[src/rtl/pc_ctrl_pkg.sv]
// Shared encodings for the PC sequencer: FSM states, next-PC sources and the PC step.
package pc_ctrl_pkg;

  typedef enum logic [1:0] {
    ST_BOOT  = 2'd0,
    ST_RUN   = 2'd1,
    ST_HALT  = 2'd2,
    ST_FAULT = 2'd3
  } state_e;

  typedef enum logic [1:0] {
    SEL_SEQ = 2'd0,
    SEL_BR  = 2'd1,
    SEL_J   = 2'd2,
    SEL_JR  = 2'd3
  } pc_sel_e;

  localparam logic [31:0] PC_STEP = 32'd4;

endpackage

[src/rtl/pc_branch_ctrl_branch_cond.sv]
// Conditional-branch resolver: beq/bne against the ALU zero flag; purely combinational, no backpressure.
module branch_cond (
  input  logic beq,
  input  logic bne,
  input  logic zero,
  output logic br_taken
);

  // beq and bne together simply OR; the decoder never flags it as illegal.
  assign br_taken = (beq & zero) | (bne & ~zero);

endmodule

[src/rtl/pc_branch_ctrl.sv]
// PC sequencer with boot/halt/fault FSM and saturating branch counters; PC updates one clock after
// the decision, taken/pc_plus4 are combinational; stall holds PC, counters and clears flush.
module pc_branch_ctrl
  import pc_ctrl_pkg::*;
#(
  parameter logic [31:0] RESET_PC = 32'h0000_0000,
  parameter int unsigned CNT_W    = 16
) (
  input  logic             clk,
  input  logic             rst,
  input  logic             stall,
  input  logic             halt,
  input  logic             beq,
  input  logic             bne,
  input  logic             zero,
  input  logic             jump,
  input  logic             jr,
  input  logic [31:0]      imm_ext,
  input  logic [25:0]      jump_index,
  input  logic [31:0]      jr_target,
  output logic [31:0]      pc,
  output logic [31:0]      pc_plus4,
  output logic             fetch_valid,
  output logic             taken,
  output logic             flush,
  output logic             fault,
  output logic [CNT_W-1:0] branch_cnt,
  output logic [CNT_W-1:0] taken_cnt
);

  state_e           state_q, state_d;
  logic [31:0]      pc_q, pc_d;
  logic             flush_q, flush_d;
  logic [CNT_W-1:0] branch_cnt_q, branch_cnt_d;
  logic [CNT_W-1:0] taken_cnt_q, taken_cnt_d;

  logic        br_taken;
  logic        jr_misaligned;
  pc_sel_e     pc_sel;
  logic [31:0] pc_nxt;

  function automatic logic [CNT_W-1:0] sat_inc(input logic [CNT_W-1:0] v);
    return (&v) ? v : v + 1'b1;
  endfunction

  branch_cond u_branch_cond (
    .beq      (beq),
    .bne      (bne),
    .zero     (zero),
    .br_taken (br_taken)
  );

  assign pc_plus4      = pc_q + PC_STEP;
  assign jr_misaligned = (jr_target[1:0] != 2'b00);

  always_comb begin
    pc_sel = SEL_SEQ;
    if (jr)            pc_sel = SEL_JR;
    else if (jump)     pc_sel = SEL_J;
    else if (br_taken) pc_sel = SEL_BR;
  end

  always_comb begin
    pc_nxt = pc_plus4;
    case (pc_sel)
      SEL_JR:  pc_nxt = jr_target;
      SEL_J:   pc_nxt = {pc_plus4[31:28], jump_index, 2'b00};
      SEL_BR:  pc_nxt = pc_plus4 + (imm_ext << 2);
      default: pc_nxt = pc_plus4;
    endcase
  end

  always_comb begin
    state_d      = state_q;
    pc_d         = pc_q;
    flush_d      = 1'b0;
    branch_cnt_d = branch_cnt_q;
    taken_cnt_d  = taken_cnt_q;
    case (state_q)
      ST_BOOT: state_d = ST_RUN;
      ST_RUN: begin
        if (halt) begin
          state_d = ST_HALT;
        end else if (!stall) begin
          // A misaligned jr freezes the PC at the jr itself and is not counted.
          if (pc_sel == SEL_JR && jr_misaligned) begin
            state_d = ST_FAULT;
          end else begin
            pc_d    = pc_nxt;
            flush_d = (pc_sel != SEL_SEQ);
            if (beq | bne) branch_cnt_d = sat_inc(branch_cnt_q);
            if (br_taken)  taken_cnt_d  = sat_inc(taken_cnt_q);
          end
        end
      end
      default: state_d = state_q;
    endcase
  end

  always_ff @(posedge clk) begin
    if (rst) begin
      state_q      <= ST_BOOT;
      pc_q         <= RESET_PC;
      flush_q      <= 1'b0;
      branch_cnt_q <= '0;
      taken_cnt_q  <= '0;
    end else begin
      state_q      <= state_d;
      pc_q         <= pc_d;
      flush_q      <= flush_d;
      branch_cnt_q <= branch_cnt_d;
      taken_cnt_q  <= taken_cnt_d;
    end
  end

  assign pc          = pc_q;
  assign fetch_valid = (state_q == ST_RUN);
  assign fault       = (state_q == ST_FAULT);
  assign taken       = (state_q == ST_RUN) & (br_taken | jump | jr);
  assign flush       = flush_q;
  assign branch_cnt  = branch_cnt_q;
  assign taken_cnt   = taken_cnt_q;

endmodule

[config.mk]
export PLATFORM = sky130hd
export DESIGN_NAME = pc_branch_ctrl
export DESIGN_NICKNAME = d
export VERILOG_FILES = /design/src/rtl/pc_ctrl_pkg.sv /design/src/rtl/pc_branch_ctrl_branch_cond.sv /design/src/rtl/pc_branch_ctrl.sv
export SDC_FILE = /design/constraint.sdc
export NUM_CORES = 1
export LEC_CHECK = 0
export CELL_PAD_IN_SITES_DETAIL_PLACEMENT = 1
export CELL_PAD_IN_SITES_GLOBAL_PLACEMENT = 1
export CORE_MARGIN = 5
export CORE_UTILIZATION = 30
export DETAILED_ROUTE_END_ITERATION = 10
export GPL_ROUTABILITY_DRIVEN = 0
export GPL_TIMING_DRIVEN = 0
export PLACE_DENSITY_LB_ADDON = 0.1
export REMOVE_ABC_BUFFERS = 1
export SETUP_SLACK_MARGIN = 0.5
export SLEW_MARGIN = 30
export SYNTH_ARGS = -nofsm -noshare
export SYNTH_HDL_FRONTEND = slang
export SYNTH_SLANG_ARGS = --single-unit
[constraint.sdc]
create_clock -name clk -period 3.1 [get_ports clk]
set_input_delay 0.62 -clock clk [delete_from_list [all_inputs] [get_ports clk]]
set_output_delay 0.62 -clock clk [all_outputs]
set_load 0.1 [all_outputs]
; Word-level counts from Yosys, hierarchy flattened
; Cells that the tools add are included.
[op_classes]
add_sub_neg = 4
n_eq_ne = 7
muxes = 8
n_bitwise = 14
n_reduce_logical = 12
[op_table]
columns = cell, n
row1 = $pmux 32 s3, 1
row2 = $add 16x1->16 const B, 2
row3 = $add 32x3->32 const B, 1
row4 = $add 32x32->32, 1
row5 = $reduce_and 16->1, 2
row6 = $reduce_and 6->1, 2
row7 = $mux 2, 5
row8 = $not 1->1, 7
row9 = $eq 2x2->1 const B, 3
row10 = $reduce_bool 2->1, 3
row11 = $reduce_or 5->1, 1
row12 = $eq 2x1->1 const B, 2
row13 = $or 1x1->1, 4
row14 = $pmux 2 s2, 1
row15 = $reduce_and 4->1, 1
row16 = $and 1x1->1, 3
row17 = $ne 3x2->1 const B, 1
row18 = $ne 3x3->1 const B, 1
row19 = $reduce_and 3->1, 1
row20 = $logic_not 2->1, 1
row21 = $logic_and 1x1->1, 1
row22 = $mux 1, 1
[word_totals]
reg_bits = 67
in_bits = 99
output_inout_bits = 100

; Logic depth before layout (Yosys ltp)
[logic_depth]
ltp_word = 12
mapped_depth = 15
ltp_nobuf = 14

; Modules after synthesis
; Synthesis repeated with hierarchy kept, for this count alone.
[unflattened]
cells_unflattened = 739
hier_area_um2 = 5636.7
[by_module_without_submodules]
columns = module, n_inst, cells_per_inst, area_per_inst_um2, seq_area_each_um2
row1 = pc_branch_ctrl, 1, 738, 5621.6, 1341.3
row2 = branch_cond, 1, 1, 15.0, 0.0

; Worst setup path after synthesis
; No wires, ideal clock.
[synth_path]
path_kind = reg-to-reg
startpoint = reg pc_q[2], in the netlist pc[2]
endpoint = reg pc_q[31], in the netlist pc[31]
setup_time_ns = 0.116
t_arrival_ns = 5.624
required_ns = 2.984
path_slack_ns = -2.639
stages_incl_launch_ff = 16
path_buffers = 2
period_less_slack_ns = 5.739
path_cell_list = dfxtp_1 -> ha_1 -> nand3_2 -> nor3_2 -> and4_1 -> clkbuf_1 -> nand3_1 -> xnor2_1 -> ha_1 -> buf_6 -> a21o_1 -> a21o_1 -> a211oi_1 -> o31a_1 -> o32ai_1 -> a31o_1
[synth_via]
elab_chain_len = 3
[synth_rtl]
columns = element, line
row1 = "start, declared", pc_branch_ctrl.sv:32  ; logic [31:0] pc_q, pc_d;
row2 = "start signal, assigned", pc_branch_ctrl.sv:109  ; pc_q <= pc_d;
row3 = $add 32x3->32, pc_branch_ctrl.sv:53  ; assign pc_plus4 = pc_q + PC_STEP;
row4 = net pc_plus4[28], pc_branch_ctrl.sv:22  ; output logic [31:0] pc_plus4,
row5 = $add 32x32->32, pc_branch_ctrl.sv:68  ; SEL_BR: pc_nxt = pc_plus4 + (imm_ext << 2);
row6 = $pmux 32 s3, pc_branch_ctrl.sv:65  ; case (pc_sel)
; The timed path passes the listed nets, and every way through them passes these cells.
; A chain may end at the register's enable or synchronous reset.

; Worst setup path after layout
[layout_path]
startpoint = reg pc_q[3], in the netlist pc[3]
endpoint = reg pc_q[28], in the netlist pc[28]
[layout_via]
elab_chain_len = 3
[layout_rtl]
columns = element, line
row1 = $add 32x3->32 *, pc_branch_ctrl.sv:53
row2 = $add 32x32->32, pc_branch_ctrl.sv:68
row3 = $pmux 32 s3 *, pc_branch_ctrl.sv:65
; Every way passes the cells marked *; elsewhere a longest branch is shown, timed or not.

==> impl_results.md <==
- RSZ-0062 raised after global routing: yes
- IO Count: 199
- Drt first pass iters: 5
- Post-synth ARST share: 0%
- Input/output buffers: 196
- CP cell instances: ha_4, nand3_4, or3_4, nor4_4, xor2_2, ha_4, and3_4, nand2_4, or3_4, o21ai_4, or4_4, a21oi_4, o31a_1
- N_diodes: 0
- Syn Area/Cell: 7.63 um^2
- Share of layout cells above drive strength 1: 29.5%
- Setup Crit Path Kind: reg2reg
- Starting density of the core: 30.3%
- Worst vdd ir: 268 uV
- Post-Route WL: between 20000 and 30000 um
- DRC Markers: 0
- Max-capacitance violation count: 0
- Die Area: 0.0217 mm^2
- Min Clock Period, post-route: 3.43 ns
- Fin. max-slew vios: 0
- Post-DP Area: 0.00781 mm^2
- GR Util All Layers: 24.5%
- Top post-synthesis cells by area: dfxtp_1 (24%), ha_1 (8.4%), nor2_1 (6.4%)
- CTS Sinks: 67
- Non-filler cells, final: 1239
- Hold Path Depth: 1
- Synth warn: 0
- Post-Syn Area: between 0.005 and 0.006 mm^2
- Synth Flop Type: dfxtp_1
- Violated checks: setup timing
- Via Count: around 7100
- Setup TNS: -3.59 ns
- Vias in the first global route: approximately 7600
- Worst EP arrival: ~3.7 ns
- Most common cell in the synthesized netlist: nor2_1
- Die Y: 147 um
- Clock Skews: 0.0105 ns
- Share of the synthesized area in the top cell type: 23.7%
- Crit. End Element: flip-flop
- Worst-case clock buffer depth: 2
- H-tree depth: 3
- EDFF count, synth: 0
- Critical path buffers and inverters: 0
- Hold path endpoint: pc[1]
- Initial DRC Count: around 440
- Number of hold buffers added after cts: 0
- Core ar.: 0.0186 mm^2
- FF-to-FF End: pc[28]
- Worst r2r src: pc[3]
- CTS clk-pin slew, worst paths: 0.07 ns
- Fin util: 54.6%
- Final total power: 3090 uW
- Hpwl dp: about 19000 um
- Die X: 147 um
- Vias/cell: 5.69
- Reg2reg path depth: 13
- Hold Path Class: reg2reg
- CP top delay family: simple AND/OR/NAND/NOR gates
- Sequential cell area fraction in the yosys report: 23.7%
- Reg-to-reg slack, setup: -0.33 ns
- DRT antenna net count: 0
- Area leader, netlist: dfxtp_1
- Worst Setup Start Kind: flip-flop
- Worst Path Required: 3.34 ns
- Slowest-stage cell, CP: nor4_4
- TritonCTS clock tree: done
- Synth cell types: 70
- Final Hold Violating Endpoints: 0
- Register cell area after layout: 0.00139 mm^2
- Slew @ Worst Pin: between 1 and 1.5 ns
- Final Instance Area: slightly above 0.01 mm^2
- HP Start: pc[1]
- Clock buffer count from CTS: 9
- # rows: 50
- Area of the multi-input gates: 0.00517 mm^2
- Fillcell total: 2108
- Area grow syn2layout: 79.9%
- Cells after DPL: 1140
- Status: finished, violations left
- Pin count of the biggest net entering global routing: 40
- Synthesized instance count: ~740
- Setup violations, final: 17
- Net count, final: 1138
- Leak Pwr: 0.00441 uW
- Synth cell count leaders: nor2_1 (97), dfxtp_1 (67), a21oi_1 (59)
- Antenna violations before repair: 0
- Critical-path maximum fanout: 6
- FF+latch count, synth: 67
- First-pass GRT wire length: approximately 42000 um
- Worst-Skew Late Latency: 0.35 ns
- PD cells: 303 mW/mm^2
- Fmax achieved: 291 MHz
- CP max stage delay: 0.43 ns
- DR WL/cell: 23.3 um
- Root Buffer: clkbuf_16
- Total gr overflow: 0
- Slew headroom: 32.2%
- Fin crit share: 111%
- Final setup margin: -0.333 ns
power by group:
group	total (uW)	internal, uW	switching [uW]	leakage, uW
sequential	903	871	31.8	0.000554
clock	1140	641	501	0.000149
combinational	1040	411	631	0.00371
total	3090	1920	1160	0.00441
what timing repair did:
item,CTS,global route
setup buffers,65,18
resized for setup,391,119
endpoints found under the setup margin,109,78
pin swaps,62,55
per-layer routing:
| layer | GRT usage [%] | vias to the layer above | share of wire, % |
|---|---|---|---|
| met3 | 4.81 | 45 | 5.5 |
| met2 | 42.7 | 255 | 51 |
| met4 | 9.60 | 0 | 2.1 |
| met5 | 0 | - | 0 |
| li1 | - | 3234 | - |
| met1 | 29.7 | 3522 | 41 |
cells by family (layout without fill, tap and decap cells):
logic type / count (synthesis) / after routing / synth area share [%]
buf+inv: 57 / 321 / 4.60
xor+xnor: 75 / 75 / 11.8
simple gates: 277 / 277 / 23.5
flops: 67 / 67 / 23.7
mux: 9 / 9 / 1.62
compound gates: 217 / 217 / 26.0
fa+ha+maj: 39 / 39 / 8.76
state kept, by name (all words and copies together) (netlist names):
signal / count
flush: 1
pc: 32
taken_cnt: 16
state_q: 2
branch_cnt: 16
through the flow:
| stage | setup slack [ns] | hold WS, ns |
|---|---|---|
| after floorplan | -2.64 | 0.457 |
| after global placement | -2.70 | 0.468 |
| after detailed placement | -1.59 | 0.471 |
| after CTS | -0.293 | 0.497 |
| after global routing | -0.481 | 0.510 |
| final | -0.333 | 0.494 |
worst max path at each step:
stage,start,to,cells after the start
CTS,pc[3],pc[31],14
global route,pc[3],pc[28],17
finish,pc[3],pc[28],13
global placement,jr,taken,5
detailed placement,zero,taken,5
floorplan,pc[2],pc[23],14
placed cells by master, fill, tap and decap left out, drive strengths merged, types with 18 or more instances in the layout:
| master | n |
|---|---|
| nand2 | 53 |
| buf | 114 |
| a211oi | 18 |
| o21ai | 37 |
| inv | 26 |
| xor2 | 38 |
| dfxtp | 67 |
| dlygate4sd2 | 25 |
| nand4 | 18 |
| nor2 | 97 |
| xnor2 | 37 |
| nand3 | 40 |
| dlymetal6s2s | 20 |
| a21oi | 59 |
| ha | 38 |
| clkdlybuf4s50 | 119 |
cell type report:
| cell class | instances | area share, % |
|---|---|---|
| tap | 234 | 2.88 |
| multi-input combinational | 617 | 50.8 |
| timing repair buffer | 282 | 28.7 |
| clock buffer | 9 | 2.21 |
| clock inverter | 7 | 0.824 |
| inverter | 23 | 0.886 |
| sequential | 67 | 13.7 |
No activity file was read; power rests on OpenSTA's default activity.
